===== src/rtl/prog_sequencer.sv =====
// prog_sequencer: multi-cycle control sequencer for the 9-bit core.
// Drives PC / IR / register-file / data-memory strobes from the decoder
// controls, owns the host Start/Done handshake and the data-memory
// request/ready handshake with a bounded wait (MEM_TIMEOUT cycles).
// Optional performance counters (CycleCnt, InstCnt) are built only when
// the macro PROG_SEQ_PERF_CNT_EN is defined.
module prog_sequencer #(
  parameter int unsigned MEM_TIMEOUT = 15,
  parameter int unsigned CNT_W       = 16
) (
  input  logic             Clk,
  input  logic             Reset_n,
  input  logic             Start,
  input  logic             BranchEn,
  input  logic             Jump,
  input  logic             RegWrEn,
  input  logic             MemWrEn,
  input  logic             LoadInst,
  input  logic             Ack,
  input  logic             BranchTaken,
  input  logic             MemReady,
  output logic             PCClr,
  output logic             PCEn,
  output logic             PCLoad,
  output logic             PCSel,
  output logic             IRLoad,
  output logic             RegWrStrobe,
  output logic             MemReq,
  output logic             MemWe,
  output logic             Done,
  output logic             Err,
  output logic [2:0]       State
`ifdef PROG_SEQ_PERF_CNT_EN
  ,
  output logic [CNT_W-1:0] CycleCnt,
  output logic [CNT_W-1:0] InstCnt
`endif
);

  typedef enum logic [2:0] {
    ST_IDLE  = 3'd0,
    ST_FETCH = 3'd1,
    ST_EXEC  = 3'd2,
    ST_MEM   = 3'd3,
    ST_WB    = 3'd4,
    ST_HALT  = 3'd5,
    ST_ERROR = 3'd6
  } state_t;

  if (MEM_TIMEOUT < 1 || MEM_TIMEOUT > 255 || CNT_W < 1) begin : g_bad_param
    $error("prog_sequencer: MEM_TIMEOUT must be 1..255 and CNT_W >= 1");
  end

  localparam logic [7:0] TO_MAX  = 8'(MEM_TIMEOUT);
  // Timeout fires in the MEM cycle whose miss would bring the count to
  // MEM_TIMEOUT, so the request is held for exactly MEM_TIMEOUT cycles.
  localparam logic [7:0] TO_LAST = 8'(MEM_TIMEOUT - 1);

  state_t     r_state;
  state_t     w_next;
  logic [7:0] r_wait_cnt;
  logic       r_mem_we;
  logic       r_done;
  logic       r_err;

  // Next-state and per-cycle strobe decode
  always_comb begin
    w_next      = r_state;
    PCClr       = 1'b0;
    PCEn        = 1'b0;
    PCLoad      = 1'b0;
    PCSel       = 1'b0;
    IRLoad      = 1'b0;
    RegWrStrobe = 1'b0;
    MemReq      = 1'b0;
    MemWe       = 1'b0;
    case (r_state)
      ST_IDLE, ST_HALT, ST_ERROR: begin
        if (Start) begin
          PCClr  = 1'b1;
          w_next = ST_FETCH;
        end
      end
      ST_FETCH: begin
        IRLoad = 1'b1;
        w_next = ST_EXEC;
      end
      ST_EXEC: begin
        if (Ack) begin
          w_next = ST_HALT;
        end else if (LoadInst) begin
          MemReq = 1'b1;
          MemWe  = 1'b0;
          w_next = ST_MEM;
        end else if (MemWrEn) begin
          MemReq = 1'b1;
          MemWe  = 1'b1;
          w_next = ST_MEM;
        end else begin
          RegWrStrobe = RegWrEn;
          PCEn        = 1'b1;
          if (BranchEn && BranchTaken) begin
            PCLoad = 1'b1;
            PCSel  = Jump;
          end
          w_next = ST_FETCH;
        end
      end
      ST_MEM: begin
        MemReq = 1'b1;
        MemWe  = r_mem_we;
        if (MemReady) begin
          if (r_mem_we) begin
            PCEn   = 1'b1;
            w_next = ST_FETCH;
          end else begin
            w_next = ST_WB;
          end
        end else if (r_wait_cnt >= TO_LAST) begin
          w_next = ST_ERROR;
        end
      end
      ST_WB: begin
        RegWrStrobe = 1'b1;
        PCEn        = 1'b1;
        w_next      = ST_FETCH;
      end
      default: w_next = ST_IDLE;
    endcase
  end

  // State register plus registered Done/Err flags
  always_ff @(posedge Clk or negedge Reset_n) begin
    if (!Reset_n) begin
      r_state <= ST_IDLE;
      r_done  <= 1'b0;
      r_err   <= 1'b0;
    end else begin
      r_state <= w_next;
      r_done  <= (w_next == ST_HALT);
      r_err   <= (w_next == ST_ERROR);
    end
  end

  // Memory access direction latch and saturating wait counter
  always_ff @(posedge Clk or negedge Reset_n) begin
    if (!Reset_n) begin
      r_wait_cnt <= '0;
      r_mem_we   <= 1'b0;
    end else if (r_state == ST_EXEC) begin
      r_wait_cnt <= '0;
      r_mem_we   <= !LoadInst;
    end else if (r_state == ST_MEM && !MemReady && r_wait_cnt != TO_MAX) begin
      r_wait_cnt <= r_wait_cnt + 8'd1;
    end
  end

  assign Done  = r_done;
  assign Err   = r_err;
  assign State = r_state;

`ifdef PROG_SEQ_PERF_CNT_EN
  logic [CNT_W-1:0] r_cycle_cnt;
  logic [CNT_W-1:0] r_inst_cnt;
  logic             w_busy;
  logic             w_retire;

  // Busy-cycle and retirement qualifiers
  always_comb begin
    w_busy   = (r_state == ST_FETCH) || (r_state == ST_EXEC) ||
               (r_state == ST_MEM)   || (r_state == ST_WB);
    w_retire = ((r_state == ST_EXEC) && (w_next == ST_FETCH || w_next == ST_HALT)) ||
               ((r_state == ST_MEM)  && (w_next == ST_FETCH)) ||
               (r_state == ST_WB);
  end

  // Saturating performance counters, cleared by an accepted Start
  always_ff @(posedge Clk or negedge Reset_n) begin
    if (!Reset_n) begin
      r_cycle_cnt <= '0;
      r_inst_cnt  <= '0;
    end else if (PCClr) begin
      r_cycle_cnt <= '0;
      r_inst_cnt  <= '0;
    end else begin
      if (w_busy && r_cycle_cnt != '1) r_cycle_cnt <= r_cycle_cnt + 1'b1;
      if (w_retire && r_inst_cnt != '1) r_inst_cnt <= r_inst_cnt + 1'b1;
    end
  end

  assign CycleCnt = r_cycle_cnt;
  assign InstCnt  = r_inst_cnt;
`endif

endmodule


===== config.mk =====
export PLATFORM = sky130hd
export DESIGN_NAME = prog_sequencer
export DESIGN_NICKNAME = d
export VERILOG_FILES = /design/src/rtl/prog_sequencer.sv
export SDC_FILE = /design/constraint.sdc
export NUM_CORES = 1
export LEC_CHECK = 0
export BUFFER_PORTS_ARGS = -buffer_cell sky130_fd_sc_hd__buf_2
export CAP_MARGIN = 20
export CORE_UTILIZATION = 58
export CTS_BUF_LIST = sky130_fd_sc_hd__clkbuf_4
export DETAILED_ROUTE_END_ITERATION = 12
export PLACE_DENSITY = 0.86
export SLEW_MARGIN = 20
export SYNTH_ARGS = -nofsm -noshare
export SYNTH_HDL_FRONTEND = slang
export SYNTH_SLANG_ARGS = --single-unit

===== constraint.sdc =====
create_clock -name Clk -period 3.5 [get_ports Clk]
set_clock_uncertainty 0.05 [all_clocks]
set_input_delay 0.175 -clock Clk [delete_from_list [all_inputs] [get_ports Clk]]
set_output_delay 0.175 -clock Clk [all_outputs]
set_load 0.05 [all_outputs]

==> run metrics <==
status finished, final reports clean; Worst EP arrival 1.89 ns; most frequent cells after synthesis dfrtp_1 (14), nor2_1 (11), nand2_1 (7), nand3_1 (4); antenna violations before repair 0; io pins 24; leading post-synthesis cells by cell area dfrtp_1 (37%), nor4_4 (4.5%), nand2b_4 (4.4%), nor2_1 (4.4%), mux2i_1 (3.2%); clk_lat worst skew 0.28 ns; worst slack, placed 1.70 ns; top cell type's share of synthesized area 37.2%; Synth cell types 39; nature of the critical path startpoint flip-flop; Synth Instances 92; Tightest Pin Transition 0.460 ns; Top FF cell, synth dfrtp_1; Die Span Y 42.3 um; Max Root-Sink Buffers 2; Placed Area 1050 um^2; Peak VDD IR 0.425 mV; final setup vio count 0; most frequent cell after synthesis dfrtp_1; Final nets ~130; Pleak approximately 0.57 nW; Critical Path, Cell by Cell nand2b_4 > nand2b_4 > nor4_4 > and4_1 > buf_2; DRC viols 0; CTS sink count 14; routed length per placed instance 13.2 um; area leader, netlist dfrtp_1; first-pass GRT wire length 2960 um; Post-synth EDFFs 0; Synth Warn # 0; FF+latch count, synth 14; Post-Syn Nets between 100 and 150; Num CTS Buffers 3; GRT Util Overall 21.9%; setup bufs post-CTS 0; Fin Setup TNS 0 ns; GPL Wtd Cong 0.824; Max-slew headroom 69.3%; fin crit period 2.12 ns; FP Rows 14; drt first-iter violations 22; largest net degree at the start of global routing 15; RSZ-0062 raised after global routing no; crit path max fanout 13; Mapped Area 942 um^2; DR vias 780; ys async rst share 100%; die width 42.3 um; grt total ovfl 0; fin area 1080 um^2; detailed-placement wirelength estimate 1380 um; Starting Density 62.5%; Clk pin slew, worst setup/hold paths 0.08 ns; CP Capture Type output port; most used cell, CP nand2b_4; Routed WL 1750 um; crit-path max cell delay 0.51 ns; Hold Path Class primary input to flip-flop; antenna-violating nets left 0; final core utilization 71.9%; die area around 1800 um^2; Port Buf Inserts 23; clk root buf clkbuf_4; # diodes 0; TritonCTS clock tree built; core area between 1500 and 2000 um^2; Via density between 5 and 6; Initial DRT Pass Iterations 4; Area growth syn-to-layout 15.0%; share of cells above drive strength 1 33.3%; max cap viols 0; max-slew violations 0; Cell Pwr Density approximately 800 nW/um^2; sequential fraction of the synthesis area 37.2%; syn_area_per_cell 10.2 um^2; tightest hold margin between 0.1 and 0.15 ns; Final WS setup 1.38 ns; slowest CP cell dfrtp_1; Max H-tree Level 1; period utilization between 60% and 70%; number of global-route vias before repair roughly 700; endpoints failing hold 0; Worst Setup Path Type flip-flop to output port; Fmax 472 MHz; CP required 3.27 ns
[path summary, 6_finish.rpt]
check                                          start                        end  slack (ns)  cells after the start
setup / recovery                  State[2]$_DFF_PN0_                      PCSel        1.38                      5
hold / removal                              LoadInst       r_mem_we$_DFFE_PN0P_        0.10                      2
setup reg to reg           r_wait_cnt[0]$_DFFE_PN0P_             Done$_DFF_PN0_        1.89                      6
hold reg to reg            r_wait_cnt[3]$_DFFE_PN0P_  r_wait_cnt[3]$_DFFE_PN0P_        0.48                      1
max in group asynchronous                    Reset_n  r_wait_cnt[3]$_DFFE_PN0P_        2.91                      2
min in group asynchronous                    Reset_n         State[0]$_DFF_PN0_        0.26                      2
[placed cells by master (no fill, tap or decap), drive strengths merged]
| cell | instances |
|---|---|
| nor3 | 2 |
| o21ai | 2 |
| clkinv | 1 |
| nor2 | 12 |
| a21o | 1 |
| o211ai | 2 |
| nor4b | 1 |
| and2 | 1 |
| and3 | 2 |
| nand2b | 3 |
| buf | 23 |
| a22o | 1 |
| clkbuf | 3 |
| a22oi | 1 |
| nand4 | 2 |
| dfrtp | 14 |
| and4 | 2 |
| a221oi | 1 |
| mux2i | 3 |
| a21oi | 4 |
| nand3 | 5 |
| nor2b | 1 |
| nand2 | 7 |
| ha | 2 |
| inv | 4 |
| and4bb | 2 |
| a211o | 2 |
| nor4 | 2 |
| xnor2 | 2 |
| xor2 | 2 |
| o211a | 1 |
| dlygate4sd3 | 1 |
| nor3b | 4 |
| nand4bb | 1 |
[stage by stage]
stage	instances	power, mW
2_1_floorplan	92	0.697
3_3_place_gp	128	0.764
3_5_place_dp	128	0.778
4_1_cts	133	0.873
5_1_grt	133	0.920
6_report	133	0.866
[worst max-delay path, delay by kind of cell (launching register included)]
family / cells / cell delay [ns]
flip-flops: 1 / 0.51
buffers and inverters: 1 / 0.25
AND/OR/NAND/NOR: 4 / 0.84
[power by group]
group | leakage [nW] | switching (mW) | internal [mW] | total [mW]
clock | 0.0154 | 0.0500 | 0.0414 | 0.0914
sequential | 0.187 | 0.0753 | 0.202 | 0.277
combinational | 0.364 | 0.337 | 0.160 | 0.497
total | 0.567 | 0.463 | 0.403 | 0.866
[registers in the layout, indices dropped and copies added, names as in the netlist]
name        flops
Done            1
Err             1
State           3
r_mem_we        1
r_wait_cnt      8
[layout make-up]
cell class	instances	area, um^2
clock buffers	3	22.5
clock inverters	1	3.75
fillers	108	423
inverters	4	15.0
multi-input cells	71	547
flip-flops and latches	14	350
well taps	16	20.0
repair buffers	24	125
[repair_timing]
| action | CTS | global route |
|---|---|---|
| resized for setup | 0 | 0 |
| endpoints found under the setup margin | 0 | 0 |
| hold endpoints to repair | 14 | 0 |
| hold buffers | 1 | 0 |
[kinds of logic after synthesis]
kind of cell / count (synthesis) / share of synthesized area, %
compound gates: 15 / 12.7
simple gates: 47 / 35.7
fa+ha+maj: 2 / 2.66
buf+inv: 7 / 4.78
mux: 3 / 3.19
flops: 14 / 37.2
xor+xnor: 4 / 3.72
[layer usage]
layer	part of all wire (%)	vias up	GRT usage, %
met5	0	-	0
met4	1.4	0	8.75
met3	4.5	2	3.88
met2	48	21	36.3
met1	46	370	28.2
li1	-	387	-
No activity file was read; power rests on OpenSTA's default activity.
